[src/rtl/keypad_pkg.sv]
// Shared keypad definitions: matrix geometry, scanner states and key codes.
// The RPN stack consumes the same key code constants.
package keypad_pkg;

    localparam int unsigned ROWS   = 4;
    localparam int unsigned COLS   = 4;
    localparam int unsigned ROW_W  = 2;
    localparam int unsigned COL_W  = 2;
    localparam int unsigned CODE_W = 5;

    localparam logic [1:0] SCAN         = 2'd0;
    localparam logic [1:0] DEBOUNCE     = 2'd1;
    localparam logic [1:0] EMIT         = 2'd2;
    localparam logic [1:0] WAIT_RELEASE = 2'd3;

    localparam logic [CODE_W-1:0] KEY_ADD   = 5'd16;
    localparam logic [CODE_W-1:0] KEY_SUB   = 5'd17;
    localparam logic [CODE_W-1:0] KEY_MUL   = 5'd18;
    localparam logic [CODE_W-1:0] KEY_DIV   = 5'd19;
    localparam logic [CODE_W-1:0] KEY_ENTER = 5'd20;
    localparam logic [CODE_W-1:0] KEY_CLEAR = 5'd21;

    // Index of the lowest closed (0) column; only meaningful when some bit is 0.
    function automatic logic [COL_W-1:0] lowest_zero(input logic [COLS-1:0] s);
        logic [COL_W-1:0] idx;
        idx = COL_W'(COLS - 1);
        for (int i = int'(COLS) - 1; i >= 0; i--) begin
            if (!s[i]) idx = COL_W'(i);
        end
        return idx;
    endfunction

endpackage

[src/rtl/keypad_decode.sv]
// Combinational key map: (row, col) of the 4x4 matrix to a 5-bit key code.
module keypad_decode
    import keypad_pkg::*;
(
    input  logic [ROW_W-1:0]  row,
    input  logic [COL_W-1:0]  col,
    output logic [CODE_W-1:0] code
);

    always_comb begin
        code = '0;
        case ({row, col})
            4'h0: code = 5'd1;
            4'h1: code = 5'd2;
            4'h2: code = 5'd3;
            4'h3: code = KEY_ADD;
            4'h4: code = 5'd4;
            4'h5: code = 5'd5;
            4'h6: code = 5'd6;
            4'h7: code = KEY_SUB;
            4'h8: code = 5'd7;
            4'h9: code = 5'd8;
            4'hA: code = 5'd9;
            4'hB: code = KEY_MUL;
            4'hC: code = KEY_CLEAR;
            4'hD: code = 5'd0;
            4'hE: code = KEY_ENTER;
            4'hF: code = KEY_DIV;
            default: code = '0;
        endcase
    end

endmodule

[src/rtl/keypad_scanner.sv]
// 4x4 keypad front end: one-cold row scan, 2-flop sense synchroniser,
// press/release debounce and a single-cycle intro strobe per accepted press.
module keypad_scanner
    import keypad_pkg::*;
#(
    parameter int unsigned SETTLE_CYCLES   = 4,
    parameter int unsigned DEBOUNCE_CYCLES = 8
) (
    input  logic              clk,
    input  logic              rst,
    input  logic [COLS-1:0]   sense_pins,
    output logic [ROWS-1:0]   drive_pins,
    output logic [CODE_W-1:0] value,
    output logic              intro
);

    localparam int unsigned CNT_MAX = (SETTLE_CYCLES > DEBOUNCE_CYCLES) ? SETTLE_CYCLES : DEBOUNCE_CYCLES;
    localparam int unsigned CNT_W   = $clog2(CNT_MAX + 1);
    localparam logic [CNT_W-1:0] SETTLE_LAST = CNT_W'(SETTLE_CYCLES - 1);
    localparam logic [CNT_W-1:0] DEB_LAST    = CNT_W'(DEBOUNCE_CYCLES - 1);

    logic [COLS-1:0]   sense_meta;
    logic [COLS-1:0]   sense_s;
    logic [1:0]        state,   state_d;
    logic [ROW_W-1:0]  row,     row_d;
    logic [COL_W-1:0]  col,     col_d;
    logic [CNT_W-1:0]  cnt,     cnt_d;
    logic [CODE_W-1:0] value_d;
    logic              intro_d;
    logic [ROWS-1:0]   drive_d;
    logic [CODE_W-1:0] code;

    keypad_decode u_decode (
        .row  (row),
        .col  (col),
        .code (code)
    );

    always_ff @(posedge clk or posedge rst) begin
        if (rst) begin
            sense_meta <= '1;
            sense_s    <= '1;
            state      <= SCAN;
            row        <= '0;
            col        <= '0;
            cnt        <= '0;
            drive_pins <= 4'b1110;
            value      <= '0;
            intro      <= 1'b0;
        end else begin
            sense_meta <= sense_pins;
            sense_s    <= sense_meta;
            state      <= state_d;
            row        <= row_d;
            col        <= col_d;
            cnt        <= cnt_d;
            drive_pins <= drive_d;
            value      <= value_d;
            intro      <= intro_d;
        end
    end

    // Row advance wraps naturally through the 2-bit row register.
    always_comb begin
        state_d = state;
        row_d   = row;
        col_d   = col;
        cnt_d   = cnt;
        value_d = value;
        intro_d = 1'b0;
        case (state)
            SCAN: begin
                if (cnt == SETTLE_LAST) begin
                    cnt_d = '0;
                    if (sense_s != '1) begin
                        col_d   = lowest_zero(sense_s);
                        state_d = DEBOUNCE;
                    end else begin
                        row_d = row + ROW_W'(1);
                    end
                end else begin
                    cnt_d = cnt + CNT_W'(1);
                end
            end
            DEBOUNCE: begin
                if (!sense_s[col]) begin
                    if (cnt == DEB_LAST) begin
                        cnt_d   = '0;
                        state_d = EMIT;
                    end else begin
                        cnt_d = cnt + CNT_W'(1);
                    end
                end else begin
                    cnt_d   = '0;
                    row_d   = row + ROW_W'(1);
                    state_d = SCAN;
                end
            end
            EMIT: begin
                value_d = code;
                intro_d = 1'b1;
                cnt_d   = '0;
                state_d = WAIT_RELEASE;
            end
            WAIT_RELEASE: begin
                // Any closed contact on the held row restarts the release count.
                if (sense_s == '1) begin
                    if (cnt == DEB_LAST) begin
                        cnt_d   = '0;
                        row_d   = row + ROW_W'(1);
                        state_d = SCAN;
                    end else begin
                        cnt_d = cnt + CNT_W'(1);
                    end
                end else begin
                    cnt_d = '0;
                end
            end
            default: begin
                cnt_d   = '0;
                state_d = SCAN;
            end
        endcase
        drive_d = ~(ROWS'(1) << row_d);
    end

endmodule
[config.mk]
export PLATFORM = sky130hd
export DESIGN_NAME = keypad_scanner
export DESIGN_NICKNAME = d
export VERILOG_FILES = /design/src/rtl/keypad_pkg.sv /design/src/rtl/keypad_decode.sv /design/src/rtl/keypad_scanner.sv
export SDC_FILE = /design/constraint.sdc
export NUM_CORES = 1
export LEC_CHECK = 0
export BUFFER_PORTS_ARGS = -buffer_cell sky130_fd_sc_hd__buf_2
export CAP_MARGIN = 40
export CORE_ASPECT_RATIO = 1.2
export CORE_UTILIZATION = 41
export DETAILED_ROUTE_END_ITERATION = 12
export PLACE_DENSITY = 0.66
export SYNTH_ARGS = -nofsm -noshare
export SYNTH_HDL_FRONTEND = slang
export SYNTH_SLANG_ARGS = --single-unit
[constraint.sdc]
create_clock -name clk -period 4.2 [get_ports clk]
set_input_delay 0.42 -clock clk [delete_from_list [all_inputs] [get_ports clk]]
set_output_delay 0.42 -clock clk [all_outputs]
set_load 0.02 [all_outputs]
**Word-level counts from Yosys, hierarchy flattened**

Memories as Yosys holds them, arrays and structs flattened. A register that Yosys moved wholly into a read port is not among the register bits.
Index checks and enable logic that the tools add are counted.

- Word-level logic and storage cells: 53
- Bits of input ports: 6
- ROM bits: 80
- Memories kept: 1
- Output and inout bits: 10
- Bits in registers: 23

- Equal/unequal tests: 12
- Add/subtract/negate cells: 2
- Mux-type cells: 24
- Bitwise logic cells: 1
- Order comparisons: 1
- Reduce and logical (&&, ||, !) cells: 3
- Shifts and indexed selects: 1

Memories:

| name | words | width | rd ports | clocked after Yosys merged registers in | wr ports | RTL line | RTL |
|---|---|---|---|---|---|---|---|
| (no name shown) | 16 | 5 | 1 | 1 | 0 | keypad_decode.sv:12 | `case ({row, col})` |

Operators by type and width:

| kind | number |
|---|---|
| two-way mux 2 bit | 13 |
| two-way mux 4 bit | 4 |
| case mux 4 bit (4 select lines) | 1 |
| != test 2 bit (second input constant) | 4 |
| case mux 2 bit (4 select lines) | 1 |
| case mux 2 bit (3 select lines) | 1 |
| AND reduction 5 bit | 1 |
| adder 4 x 1 -> 4 bit (second input constant) | 1 |
| == test 2 bit (second input constant) | 2 |
| == test 4 x 2 -> 1 bit (second input constant) | 1 |
| == test 4 x 3 -> 1 bit (second input constant) | 1 |
| == test 4 bit (second input constant) | 1 |
| != test 4 bit (second input constant) | 1 |
| inverter 4 bit | 1 |
| left shift 1 x 2 -> 4 bit (first input constant) | 1 |
| < comparator 2 x 3 -> 1 bit (second input constant) | 1 |
| two-way mux 1 bit | 3 |
| != test 3 bit (second input constant) | 1 |
| AND reduction 3 bit | 1 |
| adder 2 x 1 -> 2 bit (second input constant) | 1 |
| binary-select mux 1 bit (select 2 bit) | 1 |
| == test 2 x 1 -> 1 bit (second input constant) | 1 |
| logical NOT 2 bit | 1 |

**Depth between registers and ports, before layout**

Gate-level depths: netlist of the first run.

- Word-level depth: 6
- Mapped depth: 7
- Depth with buffers taken out: 6

**By module**

From an unflattened synthesis of the first run, not the netlist that was laid out.

- Cell total of the unflattened synthesis: 111
- Area total of the unflattened synthesis: 1328.8 µm²

Modules (own cells, without submodules):

| module | area an instance (µm²) | sequential area each (µm²) | cells each | instances |
|---|---|---|---|---|
| keypad_scanner | 1161.1 | 714.4 | 89 | 1 |
| keypad_decode | 167.7 | 0.0 | 22 | 1 |

**Least setup slack after synthesis of the first run**

Ideal clock, no wire load.

- Kind: register to register
- From: register col[0]
- To: register drive_pins[3]
- Clock period less this slack: 1833 ps
- Path slack: 2367 ps
- Arrival: 1745 ps
- Stages on the path, launching flop included: 6
- Buffers on the path: 1
- Library setup time: 88 ps
- Data required time: 4112 ps
- Cells stage by stage: dfrtp_1 -> buf_6 -> mux4_2 -> a211o_1 -> o211a_2 -> or3b_1

- Word-level cells in the longest chain between the ends: 6

Ends and longest elaborated chain:

| element | RTL line | RTL |
|---|---|---|
| start, declared | keypad_scanner.sv:26 | `logic [COL_W-1:0] col, col_d;` |
| start signal, assigned | keypad_scanner.sv:55 | `col <= col_d;` |
| binary-select mux 1 bit (select 2 bit) | keypad_scanner.sv:86 | `if (!sense_s[col]) begin` |
| two-way mux 1 bit (implied by the code) | keypad_scanner.sv:86 |  |
| two-way mux 2 bit | keypad_scanner.sv:86 |  |
| case mux 2 bit (3 select lines) | keypad_scanner.sv:71 | `case (state)` |
| left shift 1 x 2 -> 4 bit | keypad_scanner.sv:124 | `drive_d = ~(ROWS'(1) << row_d);` |
| inverter 4 bit | keypad_scanner.sv:124 |  |
| named net drive_d[3] | keypad_scanner.sv:30 | `logic [ROWS-1:0] drive_d;` |
| end signal, assigned | keypad_scanner.sv:57 | `drive_pins <= drive_d;` |
| end, declared | keypad_scanner.sv:12 | `output logic [ROWS-1:0] drive_pins,` |

The timed path passes the listed nets, and every way through them passes these cells. The select of a mux whose other input is x is not followed.
A chain may end at the register's enable or synchronous reset.

**Final worst setup path of the first run**

Same ends and word-level chain as after synthesis.

==> results of run 1 <==
path summary, 6_finish.rpt:
kind | startpoint | endpoint | slack [ns] | cells past startpoint
min in group clk | sense_pins[2] | sense_meta[2] | 0.16 | 1
hold reg to reg | sense_meta[2] | sense_s[2] | 0.37 | 0
setup reg to reg | col[0] | drive_pins[3] | 2.21 | 4
max in group asynchronous | rst | sense_meta[1] | 3.53 | 3
setup / recovery | col[0] | drive_pins[3] | 2.21 | 4
hold / removal | rst | value[4] | 0.10 | 2
registers in the layout (all words and copies together), names as in the netlist, named ones only:
signal / count
value: 5
cnt: 4
drive_pins: 4
sense_meta: 4
sense_s: 4
col: 2
row: 2
intro: 1
state: 1
layer usage:
layer  share of wire (%)  global-route usage (%)  up-vias  wire, µm
li1                    -                       -      437         -
met1                  45                    19.9      418       954
met2                  49                    23.4       14      1030
met3                 3.0                    2.90        5        63
met4                 2.3                    6.91        0        48
met5                   0                       0        -         0
kinds of logic (layout without fill, tap and decap cells):
family / Yosys count / in the layout
multiplexers: 9 / 9
XOR/XNOR: 4 / 4
flip-flops: 28 / 28
AND/OR/NAND/NOR: 32 / 32
AO/OA/AOI/OAI: 25 / 25
adder cells (fa/ha/maj): 4 / 4
buffers and inverters: 15 / 29
cell usage in the layout (no fill, tap or decap), types with 2 or more instances in the layout:
master,Yosys,routed
o21ai_0,10,10
dfstp_2,11,11
nand2b_1,2,2
inv_1,9,9
nand2_1,12,12
nand3_1,3,3
clkbuf_4,0,3
xor2_1,3,3
nor2_1,5,5
a211o_1,2,2
a21oi_1,4,4
mux2i_1,8,8
buf_2,1,15
ha_1,4,4
or3_1,2,2
dfrtp_1,17,17
layout make-up:
cell class                      count  area share, %
Inverter                            9           2.37
Sequential cell                    28           50.1
Clock buffer                        4           2.55
Timing Repair Buffer               16           6.32
Tap cell                           34           2.99
Multi-Input combinational cell     74           35.6
through the flow:
step	instances	util, %	total power, µW	setup slack [ns]	hold slack (ns)
finish	165	49.3	1020	2.21	0.105
global placement	160	47.5	882	2.27	0.346
detailed placement	161	48.1	897	2.22	0.349
CTS	165	49.3	1030	2.20	0.124
global route	165	49.3	1110	2.09	0.126
floorplan	117	-	804	2.37	0.345
where the power goes:
part	leakage (µW)	internal [µW]	switching [µW]
sequential	0.000329	368	104
clock	0.0000210	53.2	78.2
combinational	0.000306	187	228
total	0.000656	608	410
==> summary.txt, run 1 <==
Critical path
  – Capturing element type of the critical path: register
  – Worst EP required: 4.47 ns
  – Stage delay of the slowest cell on the critical path: 0.56 ns
  – Critical path fanouts, max: 8
  – Family with the most delay on the worst path: multiplexers
  – Startpoint Class: register
  – Crit path buffers/inverters: 0
  – Ordered cell list for the critical path: mux4_2, a211o_1, o211a_2, or3b_1
  – Setup Crit Path Kind: register to register
  – Crit-path slowest cell: mux4_2
  – Arrival time at the worst endpoint: 2.26 ns

Placed design
  – HPWL Detailed: 1540 µm
  – # port buffers: 15
  – Placed standard-cell area: 1390 µm²
  – Global placement routability congestion: 0.821

Outcome
  – Run status: finished clean

Logic synthesis
  – Share of the synthesized area in the top cell type: 33.0%
  – Synth Area in Simple Gates: 12.6%
  – Synth Area in XOR/XNOR: 2.72%
  – Netlist cell types: 36
  – Number of enable flip-flop cells after synthesis: 0
  – Average cell area after synthesis: 11.0 µm²
  – Cell type with the largest total area after synthesis: dfrtp_1
  – Gate count after technology mapping: 117
  – Most instantiated flip-flop cell in the synthesis netlist: dfrtp_1
  – Count of yosys warnings during synthesis: 0
  – Synthesized flop and latch total: 28
  – Netlist area before placement: 1290 µm²
  – Synth Area in Adders: 3.89%
  – Part of the Yosys area used for sequential elements: 55.5%
  – Fraction of synthesized area in multiplexers: 7.97%
  – Net Count, Synth: 127
  – Library cell with the highest instance count after synthesis: dfrtp_1
  – Async set-reset flop share out of synthesis: 100%
  – Compound-gate portion of the synthesized area: 12.2%
  – Combinational family with the most area after synthesis: simple AND/OR/NAND/NOR gates
  – Biggest area contributors in the synthesized netlist: dfrtp_1 33%, dfstp_2 22%, mux2i_1 6.2%
  – Most instantiated cells after synthesis: 17 x dfrtp_1, 12 x nand2_1, 11 x dfstp_2, 10 x o21ai_0, 9 x inv_1

Power
  – P per Cell Area: 714 nW/µm²
  – Total leakage power: 0.000656 µW
  – Peak supply drop: 0.000361 V

Clock tree
  – Worst-path clk slew: 0.14 ns
  – CTS resizes: 0
  – CTS tree: done
  – Clock root buffer master: clkbuf_4
  – Clk_lat worst skew: 0.33 ns
  – # H-tree levels: 1
  – Post-CTS Setup Inserts: 0
  – Quantity of hold-fixing buffers added after cts: 0
  – TritonCTS Buffers: 3
  – Sinks on Clock Net: 28
  – Clock Tree Buf Depth: 2

Global routing
  – Wire length of the first global-routing pass: 3680 µm
  – Sum of overflow across all layers after global routing: 0
  – Overall track demand over capacity in global routing: 15.1%
  – Vias in the first global route: 848
  – Largest net degree at the start of global routing: 16
  – Number of antenna violations at the first check in global routing: 0

STA
  – Setup violators final: 0
  – Slew at the pin with the worst max-slew slack: 0.569 ns
  – Share of the cycle needed by the critical path after routing: 47.4%
  – Setup_tns: 0 ns
  – Post-layout min period: 1.99 ns
  – Slew Limit Headroom: 61.5%
  – FMAX: 0.502 GHz
  – Fin. Hold Viols: 0
  – Total count of max-transition violations in the final report: 0
  – Largest clock skew in the final design: 0.00513 ns
  – RSZ-0062 raised after global routing: false

Routing
  – Antenna Violating Nets Remaining: 0
  – Starting DRT DRC Count: 5
  – Vias/cell: 5.30
  – Router iterations before antenna repair: 4
  – Total number of vias: 874
  – Routed wirelength normalized by instance count: 12.7 µm
  – DRC: 0
  – Final routed wirelength across all metal layers: 2100 µm

Cells and area
  – Filler Cell Count: 278
  – Antenna cell count: 0
  – Area growth from synthesis to layout: 10.7%
  – Share of post-route cells with drive strength above 1: 26.0%
  – Area of the multi-input gates: 508 µm²
  – Net count, final: 142
  – Sequential Area: 714 µm²
  – Cell area after layout: 1430 µm²

Min path
  – Type of the tightest min-delay check: input pin to asynchronous set/reset pin

Die
  – Die footprint: 3370 µm²
  – Die X-Extent: 53.2 µm
  – Count of pins on the block boundary: 16
  – Std-Cell Core Area: 2890 µm²
  – Die Ht: 63.4 µm
  – Row count: 21
  – Starting utilization of the core area: 44.5%

Run
  – Max-cap check violation count: 0
Note: power is estimated with default switching activity, not from simulation.
==> inputs of run 2 (changes only) <==
PLACE_DENSITY = 0.68   (was 0.66)
clock period = 1.7 ns   (was 4.2 ns; I/O delays follow)
==> run 2 against run 1 <==
Effect of this change:
- the run now ends with negative setup slack left
- critical path type unchanged
- cell count grew 11%
- flip-flop and latch count is the same
- clock-buffer cell count shrank 1
- non-clock buffer count grew 18
- setup slack lost 2.3 ns
- die area is the same
- combinational power grew to 3.2 times the previous value
==> summary.txt, run 2 (synthesized netlist as in run 1, its figures left out) <==
Outcome
  – Run status: finished with violations
  – Violations in the final reports: negative setup slack

STA
  – Largest clock skew in the final design: 0.00784 ns (+0.00271 ns)
  – Share of the cycle needed by the critical path after routing: 106% (+58 points)
  – Setup_tns: -0.132 ns (-0.132 ns)
  – Worst-case setup margin in the final layout: -0.0955 ns (-2.30 ns)
  – RSZ-0062 raised after global routing: true
  – Post-layout min period: 1.80 ns (-0.195 ns)
  – FMAX: 0.557 GHz (+11%)
  – Fin. Hold Viols: 0 (unchanged)
  – Setup violators final: 2 (+2)
  – Slew at the pin with the worst max-slew slack: 0.482 ns (-0.0875 ns)
  – Slew Limit Headroom: 67.9% (+6.4 points)
  – Total count of max-transition violations in the final report: 0 (unchanged)

Global routing
  – Largest net degree at the start of global routing: 29 (+13)
  – Vias in the first global route: 908 (+7.1%)
  – Overall track demand over capacity in global routing: 16.6% (+1.5 points)
  – Wire length of the first global-routing pass: 4030 µm (+9.6%)
  – Sum of overflow across all layers after global routing: 0 (unchanged)
  – Number of antenna violations at the first check in global routing: 0 (unchanged)

Routing
  – Final routed wirelength across all metal layers: 2400 µm (+14%)
  – DRC: 0 (unchanged)
  – Vias/cell: 5.27 (-0.45%)
  – Antenna Violating Nets Remaining: 0 (unchanged)
  – Routed wirelength normalized by instance count: 13.1 µm (+3.0%)
  – Total number of vias: 965 (+10%)
  – Router iterations before antenna repair: 6 (+2)
  – Starting DRT DRC Count: 10 (+5)

Clock tree
  – Clock root buffer master: clkbuf_4
  – # H-tree levels: 1 (unchanged)
  – TritonCTS Buffers: 3 (unchanged)
  – Clock Tree Buf Depth: 2 (unchanged)
  – Worst-path clk slew: 0.15 ns (about the same)
  – Clk_lat worst skew: 0.34 ns (about the same)
  – Sinks on Clock Net: 28 (unchanged)
  – CTS tree: done

Critical path
  – Critical path fanouts, max: 6 (-2)
  – Ordered cell list for the critical path: mux4_2, a211o_1, o211a_2, or3b_1
  – Setup Crit Path Kind: register to register
  – Startpoint Class: register
  – Arrival time at the worst endpoint: 2.07 ns (-0.19 ns)
  – Stage delay of the slowest cell on the critical path: 0.53 ns (-0.03 ns)
  – Capturing element type of the critical path: register
  – Crit path buffers/inverters: 0 (unchanged)
  – Crit-path slowest cell: mux4_2
  – Family with the most delay on the worst path: multiplexers
  – Worst EP required: 1.98 ns (-2.49 ns)

Die
  – Die footprint: 3370 µm² (unchanged)
  – Count of pins on the block boundary: 16 (unchanged)
  – Starting utilization of the core area: 44.5% (unchanged)
  – Die X-Extent: 53.2 µm (unchanged)
  – Row count: 21 (unchanged)
  – Die Ht: 63.4 µm (unchanged)
  – Std-Cell Core Area: 2890 µm² (unchanged)

Cells and area
  – Antenna cell count: 0 (unchanged)
  – Most common library cell in the layout ignoring fill and taps: dfrtp_1
  – Share of post-route cells with drive strength above 1: 35.6% (+9.6 points)
  – Layout Cells excl Fill: 183 (+11%)
  – Area growth from synthesis to layout: 25.9%
  – Most frequent cells in the layout: 16 x dfrtp_1, 15 x buf_2, 14 x buf_4
  – Flip-flop count of the largest register, all copies and words added: 5 (unchanged)
  – Filler Cell Count: 258 (-7.2%)
  – Net count, final: 160 (+13%)
  – Cell area after layout: 1620 µm² (+14%)
  – Largest register by flop count: value

Power
  – Total leakage power: 0.000746 µW (+14%)
  – P per Cell Area: 1770 nW/µm² (+150%)
  – Peak supply drop: 0.00100 V (+180%)

Placed design
  – Placed standard-cell area: 1470 µm² (+5.5%)
  – # port buffers: 15 (unchanged)
  – HPWL Detailed: 1680 µm (+9.1%)
  – Placed Cells: 172 (+6.8%)
  – Global placement routability congestion: 0.835 (+1.7%)

Min path
  – Type of the tightest min-delay check: register to register

Run
  – Max-cap check violation count: 0 (unchanged)
[run 2: layout make-up]
cell class / instances / area (µm²) / area share [%]
clock inverters: 1 / 30.0 / 1.85
flip-flops and latches: 28 / 716 / 44.2
multi-input cells: 74 / 546 / 33.7
repair buffers: 34 / 230 / 14.2
clock buffers: 3 / 22.5 / 1.39
well taps: 34 / 42.5 / 2.63
inverters: 9 / 33.8 / 2.08
[run 2: repair_timing]
item,in CTS,in global routing
setup buffers,0,2
hold endpoints to repair,21,0
pin swaps,0,2
hold buffers,5,0
endpoints found under the setup margin,7,7
resized for setup,3,5
[run 2: where the power goes]
| part | total [µW] | switching, µW | internal, µW |
|---|---|---|---|
| Sequential | 1100 | 192 | 911 |
| Clock | 439 | 200 | 239 |
| Combinational | 1320 | 720 | 605 |
[run 2: worst paths after layout]
path	from	end	slack [ns]	depth (start not counted)
worst max-delay path	col[0]	drive_pins[3]	-0.1	4
worst max register to register	col[0]	drive_pins[3]	-0.1	4
min in group asynchronous	rst	cnt[1]	0.41	4
worst min register to register	sense_meta[0]	sense_s[0]	0.37	0
max in group asynchronous	rst	sense_s[3]	0.99	4
worst min-delay path	sense_meta[0]	sense_s[0]	0.37	0
[run 2: per-stage QoR]
stage	total power, µW	hold WS (ns)	util [%]	worst slack [ns]
CTS	2820	0.367	54.8	-0.0838
finish	2870	0.366	56.1	-0.0955
detailed placement	2350	0.246	50.7	-0.0777
global placement	2300	0.237	50.7	-0.0320
floorplan	1990	0.174	-	-0.0984
global route	3100	0.369	56.1	-0.144
[run 2: per-layer routing]
layer | GRT usage (%) | wire length [µm] | up-vias
li1 | - | - | 471
met1 | 19.2 | 995 | 463
met2 | 29.0 | 1270 | 26
met3 | 2.17 | 82 | 5
met4 | 7.89 | 46 | 0
met5 | 0 | 0 | -
==> inputs of run 3 (changes only) <==
SETUP_SLACK_MARGIN = 0.1   (was not set)
==> run 3 against run 2 <==
Effect of this change:
- the flow still finishes with violations (negative setup slack)
- clock skew increased by 0.00077 ns
- maximum frequency increased by 1.8%
- combinational power increased by 4%
- final area increased by 0.93%
- power increased by 1.6%
- sequential power about the same
- flip-flop and latch count unchanged
- core utilization increased by 0.52 points
- via count increased by 0.83%
- critical path depth unchanged
- setup slack improved by 0.032 ns
- critical path type unchanged
- critical endpoint unchanged
==> summary.txt, run 3 (synthesized netlist as in run 1, its figures left out) <==
Global routing
  – Vias in the first global route: 922 (+1.5%)
  – Largest net degree at the start of global routing: 29 (unchanged)
  – Wire length of the first global-routing pass: 4080 µm (+1.2%)
  – Overall track demand over capacity in global routing: 16.8% (+0.20 points)
  – Number of antenna violations at the first check in global routing: 0 (unchanged)
  – Sum of overflow across all layers after global routing: 0 (unchanged)

Cells and area
  – Flip-flop count of the largest register, all copies and words added: 5 (unchanged)
  – Cell area after layout: 1640 µm² (+0.93%)
  – Most common library cell in the layout ignoring fill and taps: dfrtp_1
  – Antenna cell count: 0 (unchanged)
  – Largest register by flop count: value
  – Area growth from synthesis to layout: 27.0%
  – Share of post-route cells with drive strength above 1: 37.3% (+1.8 points)
  – Net count, final: 161 (+0.63%)
  – Most frequent cells in the layout: 16 x dfrtp_1, 15 x buf_2, 15 x buf_4

Clock tree
  – TritonCTS Buffers: 3 (unchanged)
  – Sinks on Clock Net: 28 (unchanged)
  – Clock Tree Buf Depth: 2 (unchanged)
  – CTS tree: done
  – # H-tree levels: 1 (unchanged)
  – Clock root buffer master: clkbuf_4
  – Clk_lat worst skew: 0.33 ns (about the same)
  – Worst-path clk slew: 0.15 ns (about the same)

Critical path
  – Number of cells on the critical path: 4 (unchanged)
  – Number of cells on the worst reg-to-reg path: 4 (unchanged)
  – Crit-path slowest cell: mux4_2
  – Critical path fanouts, max: 4 (-2)
  – Arrival time at the worst endpoint: 2.04 ns (-0.03 ns)
  – Setup Crit Path Kind: register to register
  – Ordered cell list for the critical path: mux4_2, a211o_1, o211a_2, or3b_1
  – Capturing element type of the critical path: register
  – Family with the most delay on the worst path: multiplexers
  – Startpoint Class: register
  – Crit path buffers/inverters: 0 (unchanged)
  – Stage delay of the slowest cell on the critical path: 0.52 ns (about the same)
  – Worst EP required: 1.98 ns (about the same)

Die
  – Die Ht: 63.4 µm (unchanged)
  – Die X-Extent: 53.2 µm (unchanged)
  – Count of pins on the block boundary: 16 (unchanged)
  – Starting utilization of the core area: 44.5% (unchanged)
  – Std-Cell Core Area: 2890 µm² (unchanged)
  – Row count: 21 (unchanged)
  – Die footprint: 3370 µm² (unchanged)

Routing
  – Router iterations before antenna repair: 4 (-2)
  – Vias/cell: 5.29 (+0.28%)
  – Wire length on met3: 73 µm (-11%)
  – Antenna Violating Nets Remaining: 0 (unchanged)
  – Routed wirelength normalized by instance count: 12.9 µm (-1.5%)
  – Total number of vias: 973 (+0.83%)
  – Final routed wirelength across all metal layers: 2370 µm (-0.96%)
  – Detailed-route wire length on metal 1: 967 µm (-2.8%)
  – Starting DRT DRC Count: 22 (+12)
  – DRC: 0 (unchanged)
  – Top routing layer used: met4
  – Length of routed met2 wiring: 1280 µm (+0.87%)

Power
  – Switching part of the total: 38.6% (-0.17 points)
  – Peak supply drop: 0.00101 V (+0.46%)
  – Portion of total power attributed to sequential cells: 37.9% (-0.6 points)
  – P per Cell Area: 1780 nW/µm² (+0.63%)
  – Logic gate share of total power: 47.1% (+0.9 points)
  – Clk network pwr share: 15.0% (-0.3 points)
  – Power Internal: 1790 µW (+1.9%)
  – Total leakage power: 0.000752 µW (+0.83%)
  – Net switching power of the design: 1120 µW (+1.1%)

Placed design
  – # port buffers: 15 (unchanged)
  – Placed standard-cell area: 1470 µm² (unchanged)
  – Global placement routability congestion: 0.835 (unchanged)
  – HPWL Detailed: 1680 µm (unchanged)

STA
  – Fin. Hold Viols: 0 (unchanged)
  – Slew at the pin with the worst max-slew slack: 0.468 ns (-0.0133 ns)
  – Total count of max-transition violations in the final report: 0 (unchanged)
  – Largest clock skew in the final design: 0.00860 ns (+0.000768 ns)
  – Worst-case setup margin in the final layout: -0.0637 ns (+0.0317 ns)
  – Setup_tns: -0.0965 ns (+0.0358 ns)
  – Setup violators final: 3 (+1)
  – RSZ-0062 raised after global routing: true
  – Post-layout min period: 1.76 ns (-0.0317 ns)
  – Share of the cycle needed by the critical path after routing: 104% (-1.9 points)
  – FMAX: 0.567 GHz (+1.8%)
  – Slew Limit Headroom: 68.8% (+0.89 points)

Min path
  – Type of the tightest min-delay check: register to register
  – Hold Path Depth: 0 (unchanged)

Outcome
  – Violations in the final reports: negative setup slack
  – Run status: finished with violations

Run
  – Max-cap check violation count: 0 (unchanged)
==> run 3: cell types whose count changed in the layout (fill, tap and decap cells not counted) <==
cell	change
a21oi_1	-1
a21oi_2	+1
buf_4	+1
a2111oi_2	+1
nor2_2	-1
nor2_4	+1
a2111oi_4	-1
ha_1	-1
ha_2	+1
nor4b_2	-1
nor4b_4	+1
==> run 3: repair_timing <==
action / in CTS / in global routing
gates resized for setup: 5 / 6
pin swaps: 3 / 0
hold buffers: 5 / 0
setup buffers: 2 / 1
endpoints found under the hold margin: 21 / 0
endpoints found under the setup margin: 8 / 12
==> run 3: area by class of cell <==
| class | instances | area, µm² |
|---|---|---|
| multi-input cells | 74 | 553 |
| clock buffers | 3 | 22.5 |
| fillers | 258 | 1250 |
| flip-flops and latches | 28 | 716 |
| repair buffers | 35 | 238 |
| clock inverters | 1 | 30.0 |
| inverters | 9 | 33.8 |
| well taps | 34 | 42.5 |
==> run 3: per-stage QoR <==
| step | utilization (%) | hold slack [ns] | worst slack, ns | power [µW] | instances |
|---|---|---|---|---|---|
| CTS | 55.6 | 0.367 | -0.0620 | 2860 | 183 |
| detailed placement | 50.7 | 0.246 | -0.0777 | 2350 | 172 |
| finish | 56.6 | 0.366 | -0.0637 | 2910 | 184 |
| floorplan | - | 0.174 | -0.0984 | 1990 | 117 |
| global placement | 50.7 | 0.237 | -0.0320 | 2300 | 172 |
| global route | 56.6 | 0.369 | -0.121 | 3160 | 184 |
==> run 3: worst paths after layout <==
kind	start	to	slack [ns]
max	col[0]	drive_pins[3]	-0.06
min	sense_meta[0]	sense_s[0]	0.37
max reg2reg	col[0]	drive_pins[3]	-0.06
min reg2reg	sense_meta[0]	sense_s[0]	0.37
max in group asynchronous	rst	sense_s[3]	0.99
min in group asynchronous	rst	cnt[1]	0.41
==> run 3: layer usage <==
metal	global-route usage, %	vias to the layer above
met2	29.4	26
met1	19.3	467
li1	-	475
met5	0	-
met4	7.89	0
met3	2.17	5
==> run 3: power by group through the flow <==
stage / registers (µW) / clock network (µW) / logic (µW)
5_1_grt: 1140 / 484 / 1530
6_report: 1100 / 437 / 1370
3_5_place_dp: 1110 / 0 / 1240
2_1_floorplan: 1170 / 0 / 824
4_1_cts: 1100 / 447 / 1310
3_3_place_gp: 1090 / 0 / 1210
